--- config.mk ---
export PLATFORM = sky130hd
export DESIGN_NAME = zx_pager
export DESIGN_NICKNAME = d
export VERILOG_FILES = /design/src/rtl/zx_pager.sv
export SDC_FILE = /design/constraint.sdc
export NUM_CORES = 1
export LEC_CHECK = 0
export ABC_AREA = 1
export BUFFER_PORTS_ARGS = -buffer_cell sky130_fd_sc_hd__clkbuf_2
export CAP_MARGIN = 20
export CORE_ASPECT_RATIO = 0.6
export CORE_MARGIN = 10
export CORE_UTILIZATION = 30
export CTS_BUF_LIST = sky130_fd_sc_hd__clkbuf_8
export DETAILED_ROUTE_END_ITERATION = 10
export PLACE_DENSITY_LB_ADDON = 0.12
export SKIP_LAST_GASP = 1
export SYNTH_ARGS = -nofsm -noshare
export SYNTH_HDL_FRONTEND = slang
export SYNTH_SLANG_ARGS = --single-unit
--- constraint.sdc ---
create_clock -name clock -period 1.5 [get_ports clock]
set_input_delay 0 -clock clock [delete_from_list [all_inputs] [get_ports clock]]
set_output_delay 0 -clock clock [all_outputs]
set_load 0.1 [all_outputs]
--- src/rtl/zx_pager.sv ---
// zx_pager: ZX Spectrum memory pager and system-port controller.
//
// Turns Z80 bus cycles into physical ROM/RAM addresses for 128K, Pentagon 512K
// or 1024K memory layouts. It owns the paging ports 7FFD and 1FFD and the ULA
// port FE, and it generates the /INT pulse from the video vblank edge.
//
// Ports:
//   clock, reset          system clock, synchronous active-high reset
//   cpu_a, cpu_do         Z80 address bus and write data
//   n_mreq..n_m1          Z80 control strobes (active-low)
//   vblank                video vertical blank (active-high)
//   rom_cs, rom_addr      ROM select and physical ROM address (combinational)
//   ram_addr              physical RAM address (combinational)
//   ram_we/wdata/waddr    registered one-clock RAM write pulse with its data
//   vid_shadow            screen bank select (0 = bank 5, 1 = bank 7)
//   border, speaker       FE port state
//   paging_locked         7FFD.D5 lock bit (never set in the 1024K layout)
//   n_int                 Z80 /INT (active-low)
module zx_pager #(
  parameter int RAM_BANKS_LOG2 = 3,
  parameter int ROM_PAGES_LOG2 = 1,
  parameter int EXT_PORT_EN    = 0,
  parameter int INT_LEN        = 32
) (
  input  logic                        clock,
  input  logic                        reset,
  input  logic [15:0]                 cpu_a,
  input  logic [7:0]                  cpu_do,
  input  logic                        n_mreq,
  input  logic                        n_iorq,
  input  logic                        n_rd,
  input  logic                        n_wr,
  input  logic                        n_m1,
  input  logic                        vblank,
  output logic                        rom_cs,
  output logic [14+ROM_PAGES_LOG2-1:0] rom_addr,
  output logic [14+RAM_BANKS_LOG2-1:0] ram_addr,
  output logic                        ram_we,
  output logic [7:0]                  ram_wdata,
  output logic [14+RAM_BANKS_LOG2-1:0] ram_waddr,
  output logic                        vid_shadow,
  output logic [2:0]                  border,
  output logic                        speaker,
  output logic                        paging_locked,
  output logic                        n_int
);

  localparam int RAM_AW = 14 + RAM_BANKS_LOG2;
  localparam int ROM_AW = 14 + ROM_PAGES_LOG2;
  // In the 1024K layout D5 of 7FFD is a bank bit, so the lock is disabled.
  localparam bit LOCK_EN = (RAM_BANKS_LOG2 != 6);
  localparam bit EXT_EN  = (EXT_PORT_EN != 0);
  localparam logic [7:0] INT_LOAD = 8'(INT_LEN);

  logic [7:0]        r_p7ffd;
  logic              r_p1ffd2;
  logic [2:0]        r_border;
  logic              r_speaker;
  logic [7:0]        r_intCnt;
  logic              r_ioWrQ;
  logic              r_memWrQ;
  logic              r_vblankQ;
  logic              r_ramWe;
  logic [RAM_AW-1:0] r_ramWaddr;
  logic [7:0]        r_ramWdata;

  logic              w_ioWr;
  logic              w_memWr;
  logic              w_ioEvent;
  logic              w_memEvent;
  logic              w_sel1ffd;
  logic              w_sel7ffd;
  logic              w_selFe;
  logic              w_locked;
  logic [5:0]        w_bankSel;
  logic [5:0]        w_bank;
  logic [1:0]        w_romPage;
  logic [RAM_AW-1:0] w_ramAddr;
  logic              w_unused;

  // Reads need no decoding here; n_rd is part of the bus bundle only.
  assign w_unused = n_rd;

  // Bus-cycle qualifiers. Events fire only on the first cycle of a strobe, so a
  // write held low for many clocks commits exactly once.
  assign w_ioWr     = !n_iorq && !n_wr && n_m1;
  assign w_memWr    = !n_mreq && !n_wr;
  assign w_ioEvent  = w_ioWr && !r_ioWrQ;
  assign w_memEvent = w_memWr && !r_memWrQ && (cpu_a[15:14] != 2'b00);

  // Partial port decode; 1FFD has priority because it also matches 7FFD.
  assign w_sel1ffd = EXT_EN && (cpu_a[15:12] == 4'b0001) && !cpu_a[1];
  assign w_sel7ffd = !w_sel1ffd && !cpu_a[15] && !cpu_a[1];
  assign w_selFe   = !w_sel1ffd && !w_sel7ffd && !cpu_a[0];
  assign w_locked  = LOCK_EN && r_p7ffd[5];

  // Full 6-bit bank; the address cast below keeps only the layout's low bits.
  assign w_bankSel = {r_p7ffd[5], r_p7ffd[7:6], r_p7ffd[2:0]};

  always_comb begin
    w_bank = 6'd0;
    case (cpu_a[15:14])
      2'b01:   w_bank = 6'd5;
      2'b10:   w_bank = 6'd2;
      2'b11:   w_bank = w_bankSel;
      default: w_bank = 6'd0;
    endcase
  end

  assign w_ramAddr = RAM_AW'({w_bank, cpu_a[13:0]});
  assign w_romPage = {r_p1ffd2, r_p7ffd[4]};

  assign rom_cs        = (cpu_a[15:14] == 2'b00);
  assign rom_addr      = ROM_AW'({w_romPage, cpu_a[13:0]});
  assign ram_addr      = w_ramAddr;
  assign ram_we        = r_ramWe;
  assign ram_wdata     = r_ramWdata;
  assign ram_waddr     = r_ramWaddr;
  assign vid_shadow    = r_p7ffd[3];
  assign border        = r_border;
  assign speaker       = r_speaker;
  assign paging_locked = w_locked;
  assign n_int         = (r_intCnt == 8'd0);

  // Port registers. The previous-cycle flags reset high so a bus cycle still
  // in flight when reset drops is treated as already seen.
  always_ff @(posedge clock) begin
    if (reset) begin
      r_p7ffd   <= 8'd0;
      r_p1ffd2  <= 1'b0;
      r_border  <= 3'd0;
      r_speaker <= 1'b0;
      r_ioWrQ   <= 1'b1;
    end else begin
      r_ioWrQ <= w_ioWr;
      if (w_ioEvent) begin
        if (w_sel1ffd) begin
          if (!w_locked) r_p1ffd2 <= cpu_do[2];
        end else if (w_sel7ffd) begin
          if (!w_locked) r_p7ffd <= cpu_do;
        end else if (w_selFe) begin
          r_border  <= cpu_do[2:0];
          r_speaker <= cpu_do[4] ^ cpu_do[3];
        end
      end
    end
  end

  // RAM write path: capture address and data on the event, pulse for one clock.
  always_ff @(posedge clock) begin
    if (reset) begin
      r_memWrQ   <= 1'b1;
      r_ramWe    <= 1'b0;
      r_ramWaddr <= '0;
      r_ramWdata <= 8'd0;
    end else begin
      r_memWrQ <= w_memWr;
      r_ramWe  <= w_memEvent;
      if (w_memEvent) begin
        r_ramWaddr <= w_ramAddr;
        r_ramWdata <= cpu_do;
      end
    end
  end

  // /INT generator: a vblank rise loads the counter only when it is idle, so
  // edges during an active pulse do not stretch it.
  always_ff @(posedge clock) begin
    if (reset) begin
      r_vblankQ <= 1'b0;
      r_intCnt  <= 8'd0;
    end else begin
      r_vblankQ <= vblank;
      if (vblank && !r_vblankQ && (r_intCnt == 8'd0)) begin
        r_intCnt <= INT_LOAD;
      end else if (r_intCnt != 8'd0) begin
        r_intCnt <= r_intCnt - 8'd1;
      end
    end
  end

endmodule

* Word-level counts from Yosys, hierarchy flattened *
Cells that the tools add are included.

word-level totals
  bits in registers = 47

cells by class
  add/subtract/negate cells = 1
  equality and inequality tests = 3
  multiplexer cells = 4
  bitwise gates (word level) = 3
  reduce and logical (&&, ||, !) cells = 29

operator list
  cell                                                                count
  6-bit 2-to-1 mux                                                    3
  1-bit logical AND                                                   10
  1-bit logical NOT                                                   10
  3-bit case mux with 3 select lines                                  1
  8-bit logical NOT                                                   1
  8-bit nonzero test                                                  1
  8-bit by 1-bit subtractor with 8-bit output, second input constant  1
  3-bit AND reduction                                                 2
  2-bit == test, second input constant                                2
  2-bit nonzero test                                                  2
  2-bit by 1-bit == test with 1-bit output, second input constant     1
  2-bit logical NOT                                                   1
  1-bit inverter                                                      2
  2-bit AND reduction                                                 1
  2-bit OR reduction                                                  1
  1-bit XOR                                                           1

* Depth between registers and ports, before layout *
  depth after elaboration = 5
  depth in mapped cells = 9

* Least setup slack after synthesis *
Ideal clock, no wire load.

  path kind = register to register
  start point = reg r_p7ffd[0]
  end point = reg r_ramWaddr[14] (netlist: ram_waddr[14])
  setup time = 0.087 ns
  data arrival time = 1.939 ns
  slack = -0.525 ns
  cell stages (with the launch flop) = 5
  clock period less this slack = 2.025 ns
  path through = dfxtp_1 nor2_1 nor2_1 nor2_1 a211oi_1

between the ends
  word-level cells in the longest chain between the ends = 1

RTL lines
  item                                line  RTL
  from (decl)                         55    logic [7:0] r_p7ffd;
  from (signal assigned)              140   if (!w_locked) r_p7ffd <= cpu_do;
  3-bit case mux with 3 select lines  102   case (cpu_a[15:14])
  via ram_addr[14]                    37    output logic [14+RAM_BANKS_LOG2-1:0] ram_addr,
  to (signal assigned)                160   r_ramWaddr <= w_ramAddr;
  to (decl)                           64    logic [RAM_AW-1:0] r_ramWaddr;

The timed path passes the listed nets, and every way through them passes these cells.
A chain may end at the register's enable or synchronous reset.

* Worst setup path in the final report *
  start point = reg r_intCnt[0]
  end point = out n_int

between the ends
  word-level cells in the longest chain between the ends = 1

RTL lines
  item                    line  RTL
  from (decl)             59    logic [7:0] r_intCnt;
  from (signal assigned)  177   r_intCnt <= r_intCnt - 8'd1;
  8-bit logical NOT       123   assign n_int = (r_intCnt == 8'd0);
  to (decl)               45    output logic n_int

Every way passes these cells.

==> run metrics <==
floorplan die area=11100 µm²; height of the chip=85.8 µm; HP Class=primary input to register; setup repair after global routing missed its margin=yes; clock edge transition at the registers on the reported setup and hold paths=80 ps; Num CTS Buffers=5; DR vias/cell=4.23; number of warnings reported in the yosys synthesis log=0; ranking of synthesized cells by instance count=47 x dfxtp_1, 45 x inv_1, 42 x nor2_1, 30 x buf_4, 26 x nand2_1; post-route core utilization=0.414; final hold viol count=1; number of max-slew violations in the final report=0; most common cell in the synthesized netlist=dfxtp_1; Detail Route Antenna Nets=0; worst setup timing slack at the placement stage=180 ps; share of the synthesized area in the top cell type=0.434; register bit count reported by yosys=47; number of instances in the synthesized netlist=284; via count of the first global-routing pass=1815; initial DRC count=111; IR Drop Worst-Case VDD=466 µV; crit start category=register; part of the cycle the worst path needs=0.931; GP Congestion=0.778; number of detailed-routing iterations run before antenna repair=4; floorplan row count=23; Mapped Area=2170 µm²; worst slew slack as a fraction of its limit=0.621; max-capacitance violation count=0; estimated wirelength of the detail-placed design=4660 µm; largest cells by area after synthesis=dfxtp_1 43%, buf_4 10%, inv_1 7.8%, nor2_1 7.3%, a21oi_1 5.8%; number of sinks handled by clock tree synthesis=47; worst path setup slack after routing=104 ps; sequential fraction of the synthesis area=0.434; antenna cells=0; overall routed net length=6290 µm; Floorplan Core Area=6850 µm²; I/O Pins=98; P per Cell Area=1430 nW/µm²; type of the worst setup path=register to output port; Starting Density=0.316; violations in the final reports=hold timing; library cell with the largest summed area after synthesis=dfxtp_1; share of layout cells above drive strength 1=0.361; endpoint class of the critical path=output port; Congestion Overflow GR=0; area growth from synthesis to layout=30.9%; worst hold slack after final layout=-1.08 ps; run status=finished with violations; number of antenna violations at the first check in global routing=0; synthesized net count=318; mean routed wirelength per cell=13.6 µm; latest clock arrival within the worst-skew pair=300 ps; synthesized area per cell=7.63 µm²; Die X=130 µm; static power due to leakage=1.41 nW; setup skew after layout=2.57 ps; asr flop ratio synth=0; DRC viols=0; first-pass GRT wire length=9340 µm; largest net degree at the start of global routing=52; Tightest Pin Transition=571 ps; TritonCTS clock tree=done; total routing resource utilization after global routing=0.106; required time of the critical path=1500 ps; root buffer cell=clkbuf_8; maximum achievable frequency=0.716 GHz; number of different library cells in the post-synthesis netlist=24; level count of the clock H-tree=2; number of setup violations in the final report=0; top_reg_cell synth=dfxtp_1; Final Critical Period=1400 ps; CP max FO=7; total number of vias=1948; final net count=407; number of enable flip-flop cells after synthesis=0; crit path DAT=1400 ps; maximum clock insertion buffer count=2; total of buffers placed on input and output ports=96
final cells by class:
class / instances / area, µm²
tap: 87 / 109
clock inverter: 3 / 12.5
inverter: 49 / 184
sequential: 47 / 943
fill: 768 / 4010
clock buffer: 5 / 68.8
timing repair buffer: 118 / 708
multi-input combinational: 152 / 812
stage by stage:
stage | instance area (µm²) | power, mW | setup TNS [ps] | std cells
6_report | 2840 | 4.06 | 0 | 461
5_1_grt | 2840 | 4.33 | -60.8 | 461
4_1_cts | 2780 | 3.99 | 0 | 455
3_5_place_dp | 2550 | 3.17 | 0 | 432
3_3_place_gp | 2550 | 3.17 | 0 | 432
2_1_floorplan | 2180 | 2.86 | -24.6 | 284
layer usage:
metal  GRT usage  wire length, µm  up-vias  share of wire
met5           0                0        -              0
met4      0.0305               48        0         0.0076
met3      0.0479              569        5          0.090
met2       0.159             2690       64           0.43
met1       0.132             2990      850           0.47
li1            -                -     1029              -
report_power, final:
group          internal (mW)  switching (mW)
clock                  0.314           0.416
sequential              1.38          0.0817
combinational          0.559            1.30
total                   2.25            1.80
critical path, stage by stage (launching register included):
cell and delay [ps]:
dfxtp_2 330, inv_2 80, ha_1 150, inv_1 50, nor2_2 100, nand2_2 110, inv_2 100, buf_12 170
flip-flops by register name, summed over array words and instances, names as in the netlist:
name / count
speaker: 1
r_intCnt: 8
border: 3
r_memWrQ: 1
r_ioWrQ: 1
ram_waddr: 17
r_p7ffd: 6
ram_we: 1
r_vblankQ: 1
ram_wdata: 8
path summary, 6_finish.rpt:
check	startpoint	endpoint	slack [ps]	depth (start not counted)
max	r_intCnt[0]	n_int	100	7
min	n_wr	r_memWrQ	-1	2
max reg2reg	r_intCnt[0]	r_intCnt[5]	200	10
min reg2reg	ram_waddr[8]	ram_waddr[8]	440	2
what timing repair did:
action                                  in CTS  in global routing
pin swaps                                    0                  2
endpoints found under the hold margin       13                  0
hold buffers                                14                  0
gates resized for setup                      1                  4
gates cloned                                 0                  1
setup buffers                                1                  5
endpoints found under the setup margin       1                 21
cells in the final DEF (no fill, tap or decap):
master | synthesis | layout
buf_4 | 30 | 7
nand2_1 | 26 | 26
dlygate4sd3_1 | 0 | 14
clkbuf_2 | 0 | 95
a211oi_1 | 3 | 3
nor3_4 | 1 | 1
or2_4 | 1 | 1
buf_12 | 0 | 2
ha_1 | 2 | 2
nand3b_4 | 2 | 3
clkbuf_8 | 0 | 5
nand2_2 | 2 | 2
nand3_1 | 9 | 9
dfxtp_2 | 0 | 2
dfxtp_1 | 47 | 45
or2_2 | 1 | 1
inv_2 | 4 | 6
nor2_4 | 2 | 3
nor2_1 | 42 | 38
o21ai_1 | 8 | 8
a21oi_1 | 25 | 25
clkinv_2 | 0 | 1
o21ai_0 | 19 | 19
xnor2_1 | 1 | 1
nor2_2 | 3 | 6
inv_1 | 45 | 45
xor2_1 | 4 | 4
kinds of logic after synthesis:
family	Yosys count	synth area share
compound gates	55	0.130
xor+xnor	5	0.0202
fa+ha+maj	2	0.0115
buf+inv	86	0.207
flops	47	0.434
simple gates	89	0.196
(Power assumes the default switching activity.)
